--- config.mk ---
export PLATFORM = sky130hd
export DESIGN_NAME = dec_grant_arbiter_flat
export DESIGN_NICKNAME = d
export VERILOG_FILES = /design/src/rtl/dec_grant_arbiter_if.sv /design/src/rtl/dec_grant_arbiter.sv /design/src/flat_wrapper.sv
export SDC_FILE = /design/constraint.sdc
export NUM_CORES = 1
export LEC_CHECK = 0
export ABC_AREA = 1
export ABC_CLOCK_PERIOD_IN_PS = 3400
export BUFFER_PORTS_ARGS = -buffer_cell sky130_fd_sc_hd__buf_2
export CORE_UTILIZATION = 60
export CTS_BUF_LIST = sky130_fd_sc_hd__clkbuf_16
export CTS_CLUSTER_DIAMETER = 40
export DETAILED_ROUTE_END_ITERATION = 8
export HOLD_SLACK_MARGIN = 0.15
export MAX_ROUTING_LAYER = met4
export PLACE_DENSITY = 0.84
export SYNTH_ARGS = -nofsm -noshare
export SYNTH_HDL_FRONTEND = slang
export SYNTH_SLANG_ARGS = --single-unit
--- constraint.sdc ---
create_clock -name clk -period 3.4 [get_ports clk]
set_input_delay 0.51 -clock clk [delete_from_list [all_inputs] [get_ports clk]]
set_output_delay 0.51 -clock clk [all_outputs]
set_load 0.005 [all_outputs]
--- src/rtl/dec_grant_arbiter_if.sv ---
// Request/grant bundle between the requesting units and dec_grant_arbiter.
// The master drives the requests, and the slave (the arbiter) drives the decoder-side outputs.
interface dec_grant_arbiter_if;
   logic [7:0] req;
   logic [2:0] sel;
   logic       sel_en;
   logic [7:0] gnt;
   logic       busy;
   logic       timeout;

   modport master (output req, input sel, input sel_en, input gnt, input busy, input timeout);
   modport slave  (input req, output sel, output sel_en, output gnt, output busy, output timeout);
endinterface

--- src/rtl/dec_grant_arbiter.sv ---
// Round-robin arbiter driving a 3-to-8 enabled decoder, with break-before-make between grants.
// Optional hold-time watchdog is compiled in with ARB_TIMEOUT_EN (limit set by HOLD_MAX).
module dec_grant_arbiter #(
   parameter int unsigned HOLD_MAX = 15
) (
   input  logic                clk,
   input  logic                rst_n,
   dec_grant_arbiter_if.slave  bus
);

   typedef enum logic [1:0] {
      ST_IDLE    = 2'd0,
      ST_GRANT   = 2'd1,
      ST_RELEASE = 2'd2
   } state_t;

   if (HOLD_MAX < 1 || HOLD_MAX > 255) begin : g_hold_range
      $error("dec_grant_arbiter: HOLD_MAX must be 1..255");
   end

   function automatic logic [7:0] dec3to8(input logic [2:0] a);
      dec3to8 = 8'd1 << a;
   endfunction

   state_t     state_r, state_s;
   logic [2:0] sel_r, sel_s;
   logic       sel_en_r, sel_en_s;
   logic [7:0] gnt_r, gnt_s;
   logic [2:0] ptr_r, ptr_s;
   logic       busy_r, busy_s;
   logic       timeout_r, timeout_s;
   logic       found_s;
   logic [2:0] win_s;
`ifdef ARB_TIMEOUT_EN
   localparam logic [8:0] HOLD_LIM = 9'(HOLD_MAX);
   logic [7:0] hold_r, hold_s;
   logic       hold_hit_s;
`endif

   // Round-robin search: scan from farthest to nearest offset so the nearest set bit wins.
   always_comb begin
      found_s = 1'b0;
      win_s   = ptr_r;
      for (int k = 7; k >= 0; k--) begin
         if (bus.req[ptr_r + 3'(k)]) begin
            found_s = 1'b1;
            win_s   = ptr_r + 3'(k);
         end
      end
   end

`ifdef ARB_TIMEOUT_EN
   // Limit reached when this GRANT cycle would be number HOLD_MAX.
   always_comb begin
      hold_hit_s = (({1'b0, hold_r} + 9'd1) >= HOLD_LIM);
   end
`endif

   // Next-state and next-output logic for the IDLE/GRANT/RELEASE machine.
   always_comb begin
      state_s   = state_r;
      sel_s     = sel_r;
      sel_en_s  = sel_en_r;
      gnt_s     = gnt_r;
      ptr_s     = ptr_r;
      timeout_s = 1'b0;
`ifdef ARB_TIMEOUT_EN
      hold_s    = hold_r;
`endif
      case (state_r)
         ST_IDLE: begin
            if (found_s) begin
               state_s  = ST_GRANT;
               sel_s    = win_s;
               sel_en_s = 1'b1;
               gnt_s    = dec3to8(win_s);
`ifdef ARB_TIMEOUT_EN
               hold_s   = 8'd0;
`endif
            end else begin
               sel_en_s = 1'b0;
               gnt_s    = 8'd0;
            end
         end
         ST_GRANT: begin
            if (!bus.req[sel_r]) begin
               state_s  = ST_RELEASE;
               sel_en_s = 1'b0;
               gnt_s    = 8'd0;
               ptr_s    = sel_r + 3'd1;
`ifdef ARB_TIMEOUT_EN
            end else if (hold_hit_s) begin
               // Owner still requesting at the limit: forced release, flagged by timeout.
               state_s   = ST_RELEASE;
               sel_en_s  = 1'b0;
               gnt_s     = 8'd0;
               ptr_s     = sel_r + 3'd1;
               timeout_s = 1'b1;
            end else begin
               hold_s = hold_r + 8'd1;
`else
            end else begin
               state_s = ST_GRANT;
`endif
            end
         end
         ST_RELEASE: begin
            state_s  = ST_IDLE;
            sel_en_s = 1'b0;
            gnt_s    = 8'd0;
         end
         default: begin
            state_s  = ST_IDLE;
            sel_en_s = 1'b0;
            gnt_s    = 8'd0;
         end
      endcase
      busy_s = (state_s != ST_IDLE);
   end

   // State and registered outputs; reset clears everything without waiting for clk.
   always_ff @(posedge clk or negedge rst_n) begin
      if (!rst_n) begin
         state_r   <= ST_IDLE;
         sel_r     <= 3'd0;
         sel_en_r  <= 1'b0;
         gnt_r     <= 8'd0;
         ptr_r     <= 3'd0;
         busy_r    <= 1'b0;
         timeout_r <= 1'b0;
`ifdef ARB_TIMEOUT_EN
         hold_r    <= 8'd0;
`endif
      end else begin
         state_r   <= state_s;
         sel_r     <= sel_s;
         sel_en_r  <= sel_en_s;
         gnt_r     <= gnt_s;
         ptr_r     <= ptr_s;
         busy_r    <= busy_s;
         timeout_r <= timeout_s;
`ifdef ARB_TIMEOUT_EN
         hold_r    <= hold_s;
`endif
      end
   end

   assign bus.sel     = sel_r;
   assign bus.sel_en  = sel_en_r;
   assign bus.gnt     = gnt_r;
   assign bus.busy    = busy_r;
   assign bus.timeout = timeout_r;

endmodule

--- src/flat_wrapper.sv ---
// flat-port wrapper written by rule: the top's interface ports become plain ports
module dec_grant_arbiter_flat 
#(
   parameter int unsigned HOLD_MAX = 15
)
  (clk, rst_n, bus_req, bus_sel, bus_sel_en, bus_gnt, bus_busy, bus_timeout);
  dec_grant_arbiter_if bus_i ();
  input  logic clk;
  input  logic rst_n;
  input wire logic [$bits(bus_i.req)-1:0] bus_req;
  output wire logic [$bits(bus_i.sel)-1:0] bus_sel;
  output wire logic [$bits(bus_i.sel_en)-1:0] bus_sel_en;
  output wire logic [$bits(bus_i.gnt)-1:0] bus_gnt;
  output wire logic [$bits(bus_i.busy)-1:0] bus_busy;
  output wire logic [$bits(bus_i.timeout)-1:0] bus_timeout;
  assign bus_i.req = bus_req;
  assign bus_sel = bus_i.sel;
  assign bus_sel_en = bus_i.sel_en;
  assign bus_gnt = bus_i.gnt;
  assign bus_busy = bus_i.busy;
  assign bus_timeout = bus_i.timeout;
  dec_grant_arbiter #(.HOLD_MAX(HOLD_MAX)) u_core (.clk(clk), .rst_n(rst_n), .bus(bus_i));
endmodule
# After elaboration in Yosys (flattened, before gate mapping)

Cells that the tools add are included.

Register bits after elaboration: 18
Bits of input ports: 10
Output and inout bits: 14
Word-level logic and storage cells: 74

Add/subtract/negate cells: 8
Order comparisons: 9
Equal/unequal tests: 2
Shift-type cells: 1
Mux-type cells: 43
Bitwise operators: 1
Reductions and logical operators: 4

Operators with widths:

| operator              | number |
|---|---|
| $lt A3 B4 Y1 const B  | 9 |
| $bmux W1 S3           | 9 |
| $mux W3               | 8 |
| $mux W1               | 19 |
| $mux W8               | 2 |
| $pmux W8 S2           | 1 |
| $add A3 B3 Y3 const B | 4 |
| $shl A1 B3 Y8 const A | 1 |
| $add A3 B1 Y3 const B | 2 |
| $add A3 B2 Y3 const B | 2 |
| $mux W2               | 2 |
| $pmux W2 S2           | 1 |
| $reduce_and A2 Y1     | 2 |
| $eq A2 B1 Y1 const B  | 1 |
| $logic_not A2 Y1      | 1 |
| $ne A2 B2 Y1 const B  | 1 |
| $pmux W1 S2           | 1 |
| $reduce_bool A2 Y1    | 1 |
| $not A1 Y1            | 1 |

# Logic depth before layout (Yosys ltp)

Gate-level depths: netlist (run 1).

Depth after elaboration: 14
Depth in mapped cells: 21
Mapped depth without buffers: 20

# Worst setup path before layout (run 1)

No wires, ideal clock.

Path type: flip-flop to flip-flop
From: register u_core.ptr_r[1]
To: register u_core.sel_r[2] (netlist: u_core.bus.sel[2])
Library setup time: 0.124 ns
Data arrival time: 1.925 ns
Required time: 3.276 ns
Setup slack: 1.352 ns
Stages on the path, launching flop included: 13
Path buffers: 1
Period minus slack after synthesis: 2.048 ns
Cell sequence: dfrtp_1 > buf_6 > inv_6 > ha_1 > inv_2 > nand3_1 > nand3_1 > nand2_1 > nor3_1 > nand4_1 > nand2_2 > nor2_4 > o21bai_1

Longest elaborated chain between the ends: 12
Elaborated cells between the ends (all ways): 40
Those cells by class: add/sub (7); mux (32); reduce/logical (1)

RTL lines:

| what                               | line                                             | text |
|---|---|---|
| start: declaration                 | dec_grant_arbiter.sv:29                          | `logic [2:0] ptr_r, ptr_s;` |
| start signal: assignment           | dec_grant_arbiter.sv:139                         | `ptr_r <= ptr_s;` |
| $add A3 B3 Y3                      | dec_grant_arbiter.sv:45, dec_grant_arbiter.sv:47 |  |
| $bmux W1 S3                        | dec_grant_arbiter.sv:45                          | `if (bus.req[ptr_r + 3'(k)]) begin` |
| $mux W1 (implied by the code)      | dec_grant_arbiter.sv:45                          |  |
| $mux W1 (8 in series)              | dec_grant_arbiter.sv:45                          |  |
| $reduce_and A2 Y1 (no source line) | --                                               |  |
| end signal: assignment             | dec_grant_arbiter.sv:136                         | `sel_r <= sel_s;` |
| end: declaration                   | dec_grant_arbiter.sv:26                          | `logic [2:0] sel_r, sel_s;` |

Parallel ways exist; a longest one is shown, timed or not. The select of a mux whose other input is x is not followed.
A chain may end at the register's enable or synchronous reset.

# Final worst setup path (run 1)

From: register u_core.ptr_r[0]
To: register u_core.gnt_r[0] (netlist: u_core.bus.gnt[0])

Longest elaborated chain between the ends: 14
Elaborated cells between the ends (all ways): 42
Those cells by class: add/sub (7); shift (1); mux (34)

RTL lines:

| what                          | line                                             | text |
|---|---|---|
| $add A3 B3 Y3                 | dec_grant_arbiter.sv:45, dec_grant_arbiter.sv:47 |  |
| $bmux W1 S3                   | dec_grant_arbiter.sv:45                          |  |
| $mux W1 (implied by the code) | dec_grant_arbiter.sv:45                          |  |
| $mux W3 (8 in series)         | dec_grant_arbiter.sv:45                          |  |
| $shl A1 B3 Y8                 | dec_grant_arbiter.sv:22                          | `dec3to8 = 8'd1 << a;` |
| $mux W8 (*)                   | dec_grant_arbiter.sv:72                          | `if (found_s) begin` |
| $pmux W8 S2 (*)               | dec_grant_arbiter.sv:70                          | `case (state_r)` |
| end signal: assignment        | dec_grant_arbiter.sv:138                         | `gnt_r <= gnt_s;` |
| end: declaration              | dec_grant_arbiter.sv:28                          | `logic [7:0] gnt_r, gnt_s;` |

Mark *: on every way between the ends. The rest lies on a longest branch, timed or not. The select of a mux whose other input is x is not followed.

==> results.yml, run 1 <==
logic_synthesis:
  syn_nets: 239
  yosysSeqAreaShare_pct: 30.6
  ys_ff_latch: 18
  synth.avg_cell_area_um2: 6.51
  ys_types: 26
  synthCells: 226
  synthesis.area_mm2: 0.00147
  yosys_warnings: 0
cells_and_area:
  antenna_cells: 0
  multi_input_comb_area_um2: 858
  syn2layout_area_growth_pct: 12.4
  design_area_mm2: 0.00165
  fillers: 191
  regArea_um2: 450
  drive_gt1_share_pct: 24.3
  final_net_count: 262
worst_setup_path:
  r2r-start: "u_core.ptr_r[0]"
  reg2reg_depth: 14
  end_kind: "flip-flop"
  worst_ep_required_time_ns: 3.53
  worst-path-max-fanout: 12
  r2r-end: "u_core.bus.gnt[0]"
  setup.worst_path.start_class: "flip-flop"
  r2r_slack_ns: 0.76
  path_class: "flip-flop to flip-flop"
  worstPathArrival_ns: 2.78
routing:
  postRouteAntennaNets: 0
  drc_errors: 0
  wl_per_cell_um: 12.3
  dr.pass1.iters: 4
  routed_wl_um: 3390
  vias: 1479
  via_per_inst: 5.38
  drt_iter0_drc: 64
floorplan:
  core_mm2: 0.00225
  io_pins: 24
  die_w_um: 51.5
  die-height_um: 51.5
  fp.dieArea_mm2: 0.00265
  start_util_pct: 65.3
  row_count: 17
timing:
  max_freq_ghz: 0.378
  period_needed_ns: 2.64
  rsz0062_at_grt: "no"
  finalClockSkew_ns: 0.00231
  hold_viol: 0
  final-setup-viol-count: 0
  worst_slew_pin_slew_ns: 0.529
  fin_crit_sh_pct: 77.7
  timing.setup.tns_ns: 0
  drv_slew: 0
  relSlewSlack_pct: 64.6
  hold_ws_ns: 0.185
worst_hold_path:
  hold_class: "primary input to async pin"
clock_network:
  cts-root-buf: "clkbuf_16"
  cts_tree: "built"
  post-cts-setup-buffers: 0
  cts-buffers-inserted: 3
  cts_resized: 0
  clock_latency_ns: 0.24
  clkSlewWorstSetupHoldPaths_ns: 0.05
  numClockSinks: 18
  hold_buffers: 0
  htree_levels: 1
  clock_path_buffers: 2
status:
  status: "finished, final reports clean"
place:
  dp_hpwl_um: 2650
  routabilityCongestion: 0.930
  portBuffers: 22
  placed_area_mm2: 0.00158
grt:
  grt-ovfl-total: 0
  first_global_vias: 1318
  antenna_found_initial: 0
  grt_pass1_wl_um: 5660
  grt_usage_pct: 29.6
  grt_max_degree: 19
run:
  drv_cap: 0
## cells in the final DEF, fill, tap and decap left out
cell type and instances:
inv_6 1, nand2_2 13, a21oi_2 1, nor3_1 1, o21bai_1 1, nor2_4 2, nand2_4 1, mux2i_1 1
a21oi_1 6, clkbuf_16 3, inv_1 19, ha_1 3, inv_2 12, o221ai_1 1, buf_2 22, nand4_1 1
nand3_1 38, dfrtp_1 18, o21ai_0 7, o32ai_1 1, nor2_1 10, nand3_2 5, conb_1 1, xnor2_1 1
nand2_1 76, o21ai_1 2
## cell type report
| class | instances | share of cell area, % |
|---|---|---|
| well taps | 28 | 2.12 |
| inverters | 32 | 7.56 |
| multi-input cells | 172 | 51.9 |
| clock buffers | 3 | 4.54 |
| flip-flops and latches | 18 | 27.2 |
| repair buffers | 22 | 6.66 |
## synth_stat cells
library cell / count / area (um^2)
a21oi_1: 6 / 30.0
a21oi_2: 1 / 8.76
buf_4: 2 / 15.0
buf_6: 2 / 22.5
conb_1: 1 / 3.75
dfrtp_1: 18 / 450
ha_1: 3 / 37.5
inv_1: 19 / 71.3
inv_2: 12 / 45.0
inv_6: 1 / 8.76
mux2i_1: 1 / 10.0
nand2_1: 76 / 285
nand2_2: 13 / 81.3
nand2_4: 1 / 11.3
nand3_1: 38 / 190
nand3_2: 5 / 50.1
nand4_1: 1 / 6.26
nor2_1: 10 / 37.5
nor2_4: 2 / 22.5
nor3_1: 1 / 5.00
o21ai_0: 7 / 35.0
o21ai_1: 2 / 10.0
o21bai_1: 1 / 7.51
o221ai_1: 1 / 8.76
o32ai_1: 1 / 8.76
xnor2_1: 1 / 8.76
## critical path: stages (launching register included)
cell and delay, ns:
dfrtp_1 0.62, inv_2 0.18, ha_1 0.43, inv_2 0.14, nand3_1 0.14, nand3_2 0.13
nand2_2 0.07, inv_2 0.04, nand2_1 0.06, nor3_1 0.12, nand4_1 0.14, nand2_2 0.20
a21oi_2 0.08, nand3_1 0.12, nand2_1 0.05
## cells by family after synthesis
family | synth area share (%)
mux | 0.680
compound gates | 7.40
other cells | 0.255
xor+xnor | 0.595
flops | 30.6
fa+ha+maj | 2.55
simple gates | 46.9
buf+inv | 11.1
## registers in the layout, indices dropped and copies added, names as in the netlist
signal,count
u_core.bus.gnt,8
u_core.bus.sel,3
u_core.ptr_r,3
u_core.state_r,2
u_core.bus.busy,1
u_core.bus.sel_en,1
## per-layer routing
| metal | routed length [um] | GRT usage, % |
|---|---|---|
| met1 | 1510 | 36.6 |
| met2 | 1700 | 51.3 |
| met3 | 148 | 2.92 |
| met4 | 31 | 8.56 |
| met5 | 0 | - |
## how the worst max path moves through the flow
stage	to	cells past startpoint	from
after floorplan	u_core.bus.sel[2]	12	u_core.ptr_r[1]
after global placement	u_core.bus.sel[2]	11	u_core.ptr_r[0]
after detailed placement	u_core.bus.sel[2]	13	u_core.ptr_r[0]
after CTS	u_core.bus.gnt[0]	14	u_core.ptr_r[0]
after global routing	u_core.bus.gnt[3]	18	u_core.ptr_r[0]
final	u_core.bus.gnt[0]	14	u_core.ptr_r[0]
## metrics by stage
stage	cells	setup slack, ns	util (%)
6_report	275	0.757	73.4
5_1_grt	275	0.509	73.4
4_1_cts	275	0.783	73.4
3_5_place_dp	272	0.816	70.0
3_3_place_gp	272	0.838	70.0
2_1_floorplan	226	1.35	-
Power of run 1 is left out: the tool's default activity adds up to more than one toggle a clock period on the data nets, which glitch-free logic cannot reach.
==> inputs of run 2 (changes only) <==
ABC_AREA = 0   (was 1)
ABC_CLOCK_PERIOD_IN_PS = 2350   (was 3400)
CORE_UTILIZATION = 52   (was 60)
PLACE_DENSITY = 0.76   (was 0.84)
clock period = 2.35 ns   (was 3.4 ns; I/O delays follow)
==> run 2 against run 1 <==
Against the previous run:
- the run now ends with setup timing left
- final area increased by 56%
- synthesized cell count decreased by 26%
- die area increased by 37%
- fmax decreased by 6.9%
- count of clock-buffer cells in the layout unchanged
- highest routed layer unchanged
==> results.yml, run 2 <==
clock_network:
  cts-root-buf: "clkbuf_16"
  clock_path_buffers: 2
  numClockSinks: 18
  clock_latency_ns: 0.25
  clkSlewWorstSetupHoldPaths_ns: 0.05
  cts-buffers-inserted: 3
  cts_tree: "built"
  htree_levels: 1
worst_setup_path:
  end_kind: "flip-flop"
  r2r-start: "u_core.ptr_r[0]"
  cp_cell_sequence: "inv_6, ha_4, mux4_2, buf_6, nor3_4, a211oi_1, or4b_4, nand2_4, nor2_2, a32o_1"
  setup.worst_path.start_class: "flip-flop"
  worst-path-max-fanout: 4
  r2r-end: "u_core.bus.gnt[0]"
  worstPathArrival_ns: 2.97
  path_buf_inv: 2
  worst_path_max_delay_cell: "or4b_4"
  reg2reg_depth: 10
  max_stage_delay_ns: 0.59
  cpLargestDelayFamily: "simple AND/OR/NAND/NOR gates"
  r2r_slack_ns: -0.49
  worst_ep_required_time_ns: 2.48
  path_class: "flip-flop to flip-flop"
logic_synthesis:
  synthCells: 167
  ys_types: 53
  yosysMostFrequentCell: "dfrtp_1"
  synthesis.area_mm2: 0.00177
  yosys_warnings: 0
  yosys-top-cells-count: "dfrtp_1 (18), nor2_1 (15), mux2i_1 (14), nand2_1 (14), mux4_2 (13)"
  ys_ff_latch: 18
  synth_top_cell_area_share_pct: 25.5
  synth-edff-count: 0
  synth_top_area_cell: "dfrtp_1"
  synth-async-reset-ratio_pct: 100
  synth.avg_cell_area_um2: 10.6
  synthFlopType: "dfrtp_1"
  syn_nets: 180
  ys_top_cells_by_area: "dfrtp_1 (25%), mux4_2 (17%), mux2i_1 (7.9%)"
  yosysSeqAreaShare_pct: 25.5
floorplan:
  start_util_pct: 56.5
  die-height_um: 60.3
  core_mm2: 0.00313
  io_pins: 24
  row_count: 20
  fp.dieArea_mm2: 0.00364
  die_w_um: 60.3
cells_and_area:
  syn2layout_area_growth_pct: 45.8
  layout_common_cells: "buf_4 (53), buf_2 (22), dfrtp_1 (17)"
  drive_gt1_share_pct: 52.5
  antenna_cells: 0
  largest_reg_flops: 8
  final_common_cell: "buf_4"
  final_net_count: 256
  fin_cells: 286
grt:
  grt_pass1_wl_um: 8380
  grt_usage_pct: 33.4
  antenna_found_initial: 0
  first_global_vias: 1779
  grt-ovfl-total: 0
  grt_max_degree: 19
status:
  status: "finished, violations left"
  violations: "setup timing"
routing:
  routed_wl_um: 5870
  wl_per_cell_um: 20.5
  drt_iter0_drc: 155
  vias: 1859
  postRouteAntennaNets: 0
  drc_errors: 0
  dr.pass1.iters: 5
  via_per_inst: 6.50
place:
  dp_cells: 272
  portBuffers: 22
  dp_hpwl_um: 3900
  routabilityCongestion: 0.927
timing:
  rsz0062_at_grt: "yes"
  relSlewSlack_pct: 19.3
  final-setup-viol-count: 14
  period_needed_ns: 2.84
  worst_slack_ns: -0.490
  hold_ws_ns: 0.494
  hold_viol: 0
  drv_slew: 0
  fin_crit_sh_pct: 121
  finalClockSkew_ns: 0.00309
  worst_slew_pin_slew_ns: 1.21
  max_freq_ghz: 0.352
worst_hold_path:
  min_to: "u_core.bus.gnt[2]"
  hp-start: "u_core.bus.gnt[2]"
  hold_path_depth: 1
  hold_class: "flip-flop to flip-flop"
run:
  drv_cap: 0
-- run 2: changes by cell type after synthesis, sizes merged, moves of 4 or more --
cell | previous run | this run
a32o | 0 | 8
buf | 4 | 9
inv | 32 | 6
mux2i | 1 | 15
mux4 | 0 | 16
nand2 | 90 | 15
nand3 | 43 | 2
xnor2 | 1 | 5
-- run 2: layout make-up --
type,count,area [um^2]
Tap cell,44,55.1
Inverter,6,27.5
Clock buffer,3,75.1
Fill cell,166,551
Multi-Input combinational cell,131,1330
Clock inverter,1,3.75
Timing Repair Buffer,83,632
Sequential cell,18,452
-- run 2: what timing repair did --
action	in CTS	in global routing
hold endpoints to repair	18	0
resized for setup	8	23
cloned	0	1
setup endpoints to repair	14	14
pin swaps	8	10
setup buffers	2	6
hold buffers	1	0
-- run 2: worst max path at each step --
stage                     from                 to  slack, ns  depth (start not counted)
2_1_floorplan  u_core.ptr_r[0]  u_core.bus.gnt[1]      -0.58                         10
3_3_place_gp   u_core.ptr_r[0]  u_core.bus.gnt[1]      -0.43                          8
3_5_place_dp   u_core.ptr_r[0]  u_core.bus.gnt[1]      -0.48                          8
4_1_cts        u_core.ptr_r[0]  u_core.bus.gnt[1]      -0.41                          8
5_1_grt        u_core.ptr_r[0]  u_core.bus.gnt[1]      -0.55                         10
6_report       u_core.ptr_r[0]  u_core.bus.gnt[0]      -0.49                         10
-- run 2: kinds of logic after synthesis --
kind of cell,count (synthesis),synth area share (%)
buf+inv,18,5.66
compound gates,40,17.7
other cells,1,0.212
xor+xnor,6,3.40
simple gates,48,14.2
flops,18,25.5
fa+ha+maj,3,2.12
mux,33,31.2
-- run 2: layer usage --
metal	track usage (%)	routed length [um]
met3	7.14	480
met5	-	0
met4	12.3	252
met2	57.1	3020
met1	38.0	2110
-- run 2: metrics by stage --
stage / util [%] / instance area (um^2) / worst slack [ns] / setup TNS (ns)
3_5_place_dp: 72.5 / 2270 / -0.483 / -5.49
6_report: 82.4 / 2580 / -0.490 / -6.03
5_1_grt: 82.4 / 2580 / -0.547 / -6.95
3_3_place_gp: 72.5 / 2270 / -0.434 / -4.44
2_1_floorplan: - / 1790 / -0.582 / -5.31
4_1_cts: 77.0 / 2410 / -0.409 / -4.64
Power of run 2 is left out for the same reason.
